--- config.mk ---
export PLATFORM = sky130hd
export DESIGN_NAME = mips_multicycle_control_flat
export DESIGN_NICKNAME = d
export VERILOG_FILES = /design/src/rtl/mips_pkg.sv /design/src/rtl/mips_multicycle_control_if.sv /design/src/rtl/mips_alu_decoder.sv /design/src/rtl/mips_multicycle_control.sv /design/src/flat_wrapper.sv
export SDC_FILE = /design/constraint.sdc
export NUM_CORES = 1
export LEC_CHECK = 0
export ABC_CLOCK_PERIOD_IN_PS = 5900
export BUFFER_PORTS_ARGS = -buffer_cell sky130_fd_sc_hd__buf_4
export CAP_MARGIN = 10
export CORE_AREA = 3 3 40 42
export CTS_BUF_LIST = sky130_fd_sc_hd__clkbuf_4 sky130_fd_sc_hd__clkbuf_8
export CTS_CLUSTER_SIZE = 16
export DETAILED_ROUTE_END_ITERATION = 10
export DIE_AREA = 0 0 43 45
export GPL_TIMING_DRIVEN = 0
export PLACE_DENSITY = 0.77
export SYNTH_ARGS = -nofsm -noshare
export SYNTH_HDL_FRONTEND = slang
export SYNTH_SLANG_ARGS = --single-unit
--- constraint.sdc ---
create_clock -name clk -period 5.9 [get_ports clk]
set_input_delay 1.18 -clock clk [delete_from_list [all_inputs] [get_ports clk]]
set_output_delay 1.18 -clock clk [all_outputs]
set_load 0.1 [all_outputs]
--- src/rtl/mips_pkg.sv ---
// ---------------------------------------------------------------------------
// mips_pkg
// Shared definitions for the multicycle MIPS control unit:
//   - 4-bit FSM state codes
//   - opcode and R-type funct field constants
//   - ALU control codes and the aluop encoding between FSM and ALU decoder
//   - ctrl_t bundle of per-state Moore outputs, plus a decode helper
// ---------------------------------------------------------------------------
package mips_pkg;

    // FSM state codes (12-15 unused, recovered to FETCH)
    localparam logic [3:0] S_FETCH    = 4'd0;
    localparam logic [3:0] S_DECODE   = 4'd1;
    localparam logic [3:0] S_MEMADR   = 4'd2;
    localparam logic [3:0] S_MEMRD    = 4'd3;
    localparam logic [3:0] S_MEMWB    = 4'd4;
    localparam logic [3:0] S_MEMWR    = 4'd5;
    localparam logic [3:0] S_EXECUTE  = 4'd6;
    localparam logic [3:0] S_ALUWB    = 4'd7;
    localparam logic [3:0] S_BRANCH   = 4'd8;
    localparam logic [3:0] S_ADDIEXEC = 4'd9;
    localparam logic [3:0] S_ADDIWB   = 4'd10;
    localparam logic [3:0] S_JUMP     = 4'd11;

    // Opcodes, instr[31:26]
    localparam logic [5:0] OP_RTYPE = 6'b000000;
    localparam logic [5:0] OP_LW    = 6'b100011;
    localparam logic [5:0] OP_SW    = 6'b101011;
    localparam logic [5:0] OP_BEQ   = 6'b000100;
    localparam logic [5:0] OP_ADDI  = 6'b001000;
    localparam logic [5:0] OP_J     = 6'b000010;
    localparam logic [5:0] OP_BNE   = 6'b000101;

    // R-type funct, instr[5:0]
    localparam logic [5:0] FUNCT_ADD = 6'b100000;
    localparam logic [5:0] FUNCT_SUB = 6'b100010;
    localparam logic [5:0] FUNCT_AND = 6'b100100;
    localparam logic [5:0] FUNCT_OR  = 6'b100101;
    localparam logic [5:0] FUNCT_SLT = 6'b101010;

    // ALU control codes
    localparam logic [2:0] ALU_AND = 3'b000;
    localparam logic [2:0] ALU_OR  = 3'b001;
    localparam logic [2:0] ALU_ADD = 3'b010;
    localparam logic [2:0] ALU_SUB = 3'b110;
    localparam logic [2:0] ALU_SLT = 3'b111;

    // aluop: FSM request to the ALU decoder
    localparam logic [1:0] ALUOP_ADD   = 2'b00;
    localparam logic [1:0] ALUOP_SUB   = 2'b01;
    localparam logic [1:0] ALUOP_FUNCT = 2'b10;
    localparam logic [1:0] ALUOP_RSVD  = 2'b11;

    // Raw per-state controls before pcen is formed and reset masking applied
    typedef struct packed {
        logic       iord;
        logic       memwrite;
        logic       irwrite;
        logic       regwrite;
        logic       regdst;
        logic       memtoreg;
        logic       alusrca;
        logic [1:0] alusrcb;
        logic [1:0] pcsrc;
        logic       pcwrite;
        logic       branch;
        logic [1:0] aluop;
    } ctrl_t;

    // Moore output table; unlisted fields and unused codes are all zero
    function automatic ctrl_t decode_state(input logic [3:0] s);
        ctrl_t c;
        c = '0;
        case (s)
            S_FETCH: begin
                c.alusrcb = 2'b01;
                c.irwrite = 1'b1;
                c.pcwrite = 1'b1;
            end
            S_DECODE:   c.alusrcb = 2'b11;
            S_MEMADR: begin
                c.alusrca = 1'b1;
                c.alusrcb = 2'b10;
            end
            S_MEMRD:    c.iord = 1'b1;
            S_MEMWB: begin
                c.memtoreg = 1'b1;
                c.regwrite = 1'b1;
            end
            S_MEMWR: begin
                c.iord     = 1'b1;
                c.memwrite = 1'b1;
            end
            S_EXECUTE: begin
                c.alusrca = 1'b1;
                c.aluop   = ALUOP_FUNCT;
            end
            S_ALUWB: begin
                c.regdst   = 1'b1;
                c.regwrite = 1'b1;
            end
            S_BRANCH: begin
                c.alusrca = 1'b1;
                c.aluop   = ALUOP_SUB;
                c.pcsrc   = 2'b01;
                c.branch  = 1'b1;
            end
            S_ADDIEXEC: begin
                c.alusrca = 1'b1;
                c.alusrcb = 2'b10;
            end
            S_ADDIWB:   c.regwrite = 1'b1;
            S_JUMP: begin
                c.pcsrc   = 2'b10;
                c.pcwrite = 1'b1;
            end
            default:    c = '0;
        endcase
        return c;
    endfunction

endpackage

--- src/rtl/mips_multicycle_control_if.sv ---
// ---------------------------------------------------------------------------
// mips_multicycle_control_if
// Bundle between the control unit and the datapath.
//   Datapath -> control : op, funct (from IR), zero (ALU Z flag)
//   Control -> datapath : mux selects, write enables, alucontrol, state
// Modports:
//   master - the control unit
//   slave  - the datapath (or a testbench standing in for it)
// ---------------------------------------------------------------------------
interface mips_multicycle_control_if;
    logic [5:0] op;
    logic [5:0] funct;
    logic       zero;
    logic       iord;
    logic       memwrite;
    logic       irwrite;
    logic       regwrite;
    logic       regdst;
    logic       memtoreg;
    logic       alusrca;
    logic [1:0] alusrcb;
    logic [1:0] pcsrc;
    logic       pcen;
    logic [2:0] alucontrol;
    logic [3:0] state;

    modport master (
        input  op, funct, zero,
        output iord, memwrite, irwrite, regwrite, regdst, memtoreg,
               alusrca, alusrcb, pcsrc, pcen, alucontrol, state
    );

    modport slave (
        output op, funct, zero,
        input  iord, memwrite, irwrite, regwrite, regdst, memtoreg,
               alusrca, alusrcb, pcsrc, pcen, alucontrol, state
    );
endinterface

--- src/rtl/mips_alu_decoder.sv ---
// ---------------------------------------------------------------------------
// mips_alu_decoder
// Purely combinational: (aluop, funct) -> 3-bit ALU control.
//   aluop_i      [1:0] request from the FSM
//   funct_i      [5:0] R-type function field
//   alucontrol_o [2:0] operation code to the ALU
// Unknown functs and the reserved aluop fall back to ADD.
// ---------------------------------------------------------------------------
module mips_alu_decoder
    import mips_pkg::*;
(
    input  logic [1:0] aluop_i,
    input  logic [5:0] funct_i,
    output logic [2:0] alucontrol_o
);

    always_comb begin
        alucontrol_o = ALU_ADD;
        case (aluop_i)
            ALUOP_ADD:  alucontrol_o = ALU_ADD;
            ALUOP_SUB:  alucontrol_o = ALU_SUB;
            ALUOP_FUNCT: begin
                case (funct_i)
                    FUNCT_ADD: alucontrol_o = ALU_ADD;
                    FUNCT_SUB: alucontrol_o = ALU_SUB;
                    FUNCT_AND: alucontrol_o = ALU_AND;
                    FUNCT_OR:  alucontrol_o = ALU_OR;
                    FUNCT_SLT: alucontrol_o = ALU_SLT;
                    default:   alucontrol_o = ALU_ADD;
                endcase
            end
            default:    alucontrol_o = ALU_ADD;
        endcase
    end

endmodule

--- src/rtl/mips_multicycle_control.sv ---
// ---------------------------------------------------------------------------
// mips_multicycle_control
// Moore FSM sequencing multicycle MIPS instructions (lw, sw, R-type, beq,
// addi, j; optionally bne) and driving every datapath select/enable.
// Ports:
//   clk    rising-edge clock
//   reset  synchronous, active-high; returns to FETCH from any state
//   bus    mips_multicycle_control_if.master (op/funct/zero in,
//          controls, alucontrol and debug state out)
// Outputs are decoded from the state register; pcen also looks at zero.
// While reset is high all outputs show FETCH values except that memwrite,
// irwrite, regwrite and pcen are held at 0. The debug state output always
// shows the state register itself.
// Optional feature: define MIPS_BNE_EN to add bne (op 000101), which reuses
// the BRANCH state with an inverted zero test. Without it, 000101 is illegal.
// ---------------------------------------------------------------------------
module mips_multicycle_control
    import mips_pkg::*;
#(
    parameter logic [3:0] RESET_STATE = 4'd0
)(
    input  logic                              clk,
    input  logic                              reset,
    mips_multicycle_control_if.master         bus
);

    logic [3:0] state_q;
    logic [3:0] state_d;
    logic [3:0] out_state;
    ctrl_t      ctrl;
    logic       bne_active;
    logic       branch_taken;

    // ---------------- next-state logic ----------------
    always_comb begin
        state_d = S_FETCH;
        case (state_q)
            S_FETCH:  state_d = S_DECODE;
            S_DECODE: begin
                case (bus.op)
                    OP_LW, OP_SW: state_d = S_MEMADR;
                    OP_RTYPE:     state_d = S_EXECUTE;
                    OP_BEQ:       state_d = S_BRANCH;
                    OP_ADDI:      state_d = S_ADDIEXEC;
                    OP_J:         state_d = S_JUMP;
`ifdef MIPS_BNE_EN
                    OP_BNE:       state_d = S_BRANCH;
`endif
                    default:      state_d = S_FETCH;
                endcase
            end
            // op is held stable by the datapath, so it still selects lw/sw here
            S_MEMADR:   state_d = (bus.op == OP_SW) ? S_MEMWR : S_MEMRD;
            S_MEMRD:    state_d = S_MEMWB;
            S_EXECUTE:  state_d = S_ALUWB;
            S_ADDIEXEC: state_d = S_ADDIWB;
            default:    state_d = S_FETCH;
        endcase
    end

    // ---------------- state register (and bne flag) ----------------
`ifdef MIPS_BNE_EN
    logic bne_q;

    always_ff @(posedge clk) begin
        if (reset) begin
            state_q <= RESET_STATE;
            bne_q   <= 1'b0;
        end else begin
            state_q <= state_d;
            if (state_d == S_FETCH)
                bne_q <= 1'b0;
            else if (state_q == S_DECODE)
                bne_q <= (bus.op == OP_BNE);
        end
    end

    assign bne_active = bne_q;
`else
    always_ff @(posedge clk) begin
        if (reset) begin
            state_q <= RESET_STATE;
        end else begin
            state_q <= state_d;
        end
    end

    assign bne_active = 1'b0;
`endif

    // ---------------- Moore output decode ----------------
    // Under reset the decode follows FETCH so selects are already settled
    // for the first fetch; the enables are masked below.
    assign out_state = reset ? S_FETCH : state_q;
    assign ctrl      = decode_state(out_state);

    // bne inverts the sense of the zero test for the same BRANCH state
    assign branch_taken = ctrl.branch & (bne_active ? ~bus.zero : bus.zero);

    assign bus.iord     = ctrl.iord;
    assign bus.memwrite = ctrl.memwrite & ~reset;
    assign bus.irwrite  = ctrl.irwrite  & ~reset;
    assign bus.regwrite = ctrl.regwrite & ~reset;
    assign bus.regdst   = ctrl.regdst;
    assign bus.memtoreg = ctrl.memtoreg;
    assign bus.alusrca  = ctrl.alusrca;
    assign bus.alusrcb  = ctrl.alusrcb;
    assign bus.pcsrc    = ctrl.pcsrc;
    assign bus.pcen     = (ctrl.pcwrite | branch_taken) & ~reset;
    assign bus.state    = state_q;

    mips_alu_decoder u_alu_dec (
        .aluop_i      (ctrl.aluop),
        .funct_i      (bus.funct),
        .alucontrol_o (bus.alucontrol)
    );

endmodule
--- src/flat_wrapper.sv ---
// flat-port wrapper written by rule: the top's interface ports become plain ports
module mips_multicycle_control_flat import mips_pkg::*;
#(
    parameter logic [3:0] RESET_STATE = 4'd0
)
  (clk, reset, bus_op, bus_funct, bus_zero, bus_iord, bus_memwrite, bus_irwrite, bus_regwrite, bus_regdst, bus_memtoreg, bus_alusrca, bus_alusrcb, bus_pcsrc, bus_pcen, bus_alucontrol, bus_state);
  mips_multicycle_control_if bus_i ();
  input  logic clk;
  input  logic reset;
  input wire logic [$bits(bus_i.op)-1:0] bus_op;
  input wire logic [$bits(bus_i.funct)-1:0] bus_funct;
  input wire logic [$bits(bus_i.zero)-1:0] bus_zero;
  output wire logic [$bits(bus_i.iord)-1:0] bus_iord;
  output wire logic [$bits(bus_i.memwrite)-1:0] bus_memwrite;
  output wire logic [$bits(bus_i.irwrite)-1:0] bus_irwrite;
  output wire logic [$bits(bus_i.regwrite)-1:0] bus_regwrite;
  output wire logic [$bits(bus_i.regdst)-1:0] bus_regdst;
  output wire logic [$bits(bus_i.memtoreg)-1:0] bus_memtoreg;
  output wire logic [$bits(bus_i.alusrca)-1:0] bus_alusrca;
  output wire logic [$bits(bus_i.alusrcb)-1:0] bus_alusrcb;
  output wire logic [$bits(bus_i.pcsrc)-1:0] bus_pcsrc;
  output wire logic [$bits(bus_i.pcen)-1:0] bus_pcen;
  output wire logic [$bits(bus_i.alucontrol)-1:0] bus_alucontrol;
  output wire logic [$bits(bus_i.state)-1:0] bus_state;
  assign bus_i.op = bus_op;
  assign bus_i.funct = bus_funct;
  assign bus_i.zero = bus_zero;
  assign bus_iord = bus_i.iord;
  assign bus_memwrite = bus_i.memwrite;
  assign bus_irwrite = bus_i.irwrite;
  assign bus_regwrite = bus_i.regwrite;
  assign bus_regdst = bus_i.regdst;
  assign bus_memtoreg = bus_i.memtoreg;
  assign bus_alusrca = bus_i.alusrca;
  assign bus_alusrcb = bus_i.alusrcb;
  assign bus_pcsrc = bus_i.pcsrc;
  assign bus_pcen = bus_i.pcen;
  assign bus_alucontrol = bus_i.alucontrol;
  assign bus_state = bus_i.state;
  mips_multicycle_control #(.RESET_STATE(RESET_STATE)) u_core (.clk(clk), .reset(reset), .bus(bus_i));
endmodule
==> flow_summary.yaml <==
synth:
  ys_async_sr_fraction_pct: 0
  synth_top_cell_area_share_pct: 14.8
  yosysMostFrequentCell: "nor2_1"
  synth_edf_count: 0
  synthesis.nets: 103
  synth_top_cell_by_area: "dfxtp_1"
  seq_area_frac_synth_pct: 14.8
  syn-cell-area_sq_um: 541
  synth_cell_types: 31
  yosysWarningCount: 0
  syn_inst: 86
  ys_seq_elements: 4
  synthFlopType: "dfxtp_1"
  syn_area_per_cell_sq_um: 6.29
  synthTopCellsByCount: "12 x nor2_1, 6 x a21oi_1, 6 x nand2_1, 6 x nor3_1, 5 x clkbuf_1"
  yosys-top-cells-area: "dfxtp_1 15%, nor2_1 8.3%, a21oi_1 5.6%, nor3_1 5.6%, ha_1 4.6%"
floorplanning:
  initial_core_util_pct: 42.1
  core_sq_um: 1280
  design.die.area_sq_um: 1940
  die_h_um: 45
  die_w_um: 43
  pin_count: 34
  num_rows: 13
layout:
  finalNonFillerCells: 136
  n_antenna_cell: 0
  area_delta_synth_final_pct: 52.1
  largest_reg_flops: 4
  fin_nets: 140
  drive_gt1_share_pct: 31.4
grt:
  met3_usage_pct: 3.59
  track_usage_pct: 17.6
  grt_antenna_before_repair: 0
  grt_max_degree: 11
  first_global_vias: 620
  grt_pass1_wl_um: 2590
  grtUsageMet2_pct: 30.5
  grt_overflow: 0
  busiest_layer: "met2"
  grt_use_met1_pct: 21.3
worst_setup_path:
  crit_path_top_delay_cell: "or2_2"
  cp.required_ns: 4.72
  path_common_cell: "clkbuf_1"
  cpPeakStageDelay_ns: 0.32
  crit_family: "simple AND/OR/NAND/NOR gates"
  critPathArrivalTime_ns: 3.04
  path_class: "input port to output pin"
  crit_buf_inv: 3
  critPathMaxFanout: 9
  crit_chain: "clkbuf_1, or2_2, clkbuf_1, nor4_1, ha_1, nor3_1, buf_4"
  start_kind: "input port"
  end_kind: "output pin"
clock_network:
  clk_pin_slew_worst_paths_ns: 0.04
  clock_latency_ns: 0.24
  cts_hold_buf: 0
  cts_tree: "yes"
  htree_levels: 1
  cts_root_buf: "clkbuf_4"
  cts_buffers: 3
  clk_path_buf_depth: 2
  post_cts_resize_count: 0
  post-cts-setup-buffers: 0
  clkSinkCount: 4
sta:
  hold_ws_ns: 0.668
  skew_ns: 0.00254
  drv_slew: 0
  setup_viol: 0
  hold_viol: 0
  slew_headroom_pct: 72.6
  rsz0062_at_grt: "false"
  tightest_slew_ns: 0.411
  layout_min_cycle_time_ns: 4.22
  period_share_pct: 71.6
  tns_ns: 0
  fmax_mhz: 237
drt:
  num_vias: 743
  drcViolationCount: 0
  wl_um: 1680
  drtIter0Drc: 15
  wl_per_cell_um: 12.3
  dr.pass1.iters: 5
  vias_per_cell: 5.46
  postRouteAntennaNets: 0
place:
  place_inst: 133
  place.gp.congestion: 0.784
  dpl.hpwl_um: 1280
  port_buffers: 32
power:
  leakagePower_nw: 0.352
  vdd_ir_drop_max_uv: 110
  p_per_area_nw_per_um2: 138
  power_w: 0.000114
hold_path:
  min_path_type: "flop to flop"
run:
  max-cap-violations: 0
status:
  status: "finished, final reports clean"
## area by class of cell
class	count	area (sq um)
Clock buffer	3	22.5
Inverter	4	15.0
Buffer	6	22.5
Tap cell	15	18.8
Sequential cell	4	80.1
Multi-Input combinational cell	72	423
Fill cell	122	463
Timing Repair Buffer	32	240
## layout by cell type, fill, tap and decap left out, drive strengths merged, types with 2 or more instances in the layout
cell | netlist | final
buf | 1 | 33
nor2 | 12 | 12
clkbuf | 5 | 8
nand2 | 6 | 6
nor3 | 6 | 6
a21oi | 6 | 6
inv | 4 | 4
nor4 | 4 | 4
nand2b | 4 | 4
o21ai | 4 | 4
dfxtp | 4 | 4
nand3 | 3 | 3
or3 | 3 | 3
or2 | 2 | 2
nor3b | 2 | 2
a211o | 2 | 2
xor2 | 2 | 2
and3 | 2 | 2
ha | 2 | 2
a211oi | 2 | 2
## worst register-to-register path, delay by kind of cell (launching register included)
family          cells  cell delay, ns
simple gates        2            0.83
compound gates      1            0.21
flops               1            0.33
## layer usage
metal	wire length, um	up-vias
met5	0	-
met4	10	0
met3	101	2
met2	855	25
met1	710	336
li1	-	380
## per-stage QoR
stage / instance area (sq um) / setup WS (ns) / util, %
floorplan: 541 / 0.104 / -
global placement: 800 / 1.70 / 62.2
detailed placement: 800 / 1.68 / 62.2
CTS: 822 / 1.67 / 64.0
global route: 822 / 1.53 / 64.0
finish: 822 / 1.68 / 64.0
## cell families (layout without fill, tap and decap cells)
group / count (synthesis) / in the layout / share of synthesized area, %
xor+xnor: 3 / 3 / 4.86
buf+inv: 10 / 45 / 6.94
flops: 4 / 4 / 14.8
fa+ha+maj: 2 / 2 / 4.63
compound gates: 19 / 19 / 22.9
simple gates: 48 / 48 / 45.8
## path summary, 6_finish.rpt
path,start,endpoint,slack [ns],depth (start not counted)
setup / recovery,reset,bus_alucontrol[0],1.68,7
hold / removal,u_core.bus.state[0],u_core.bus.state[3],0.67,2
setup reg to reg,u_core.bus.state[2],u_core.bus.state[2],4.45,3
hold reg to reg,u_core.bus.state[0],u_core.bus.state[3],0.67,2
## power breakdown
group          leakage, nW  internal (W)  switching (W)  total (W)
logic                0.306     0.0000147      0.0000342  0.0000489
registers           0.0326     0.0000280     0.00000104  0.0000291
clock network       0.0138     0.0000229      0.0000129  0.0000358
total                0.352     0.0000656      0.0000482   0.000114
Note: power is estimated with default switching activity, not from simulation.
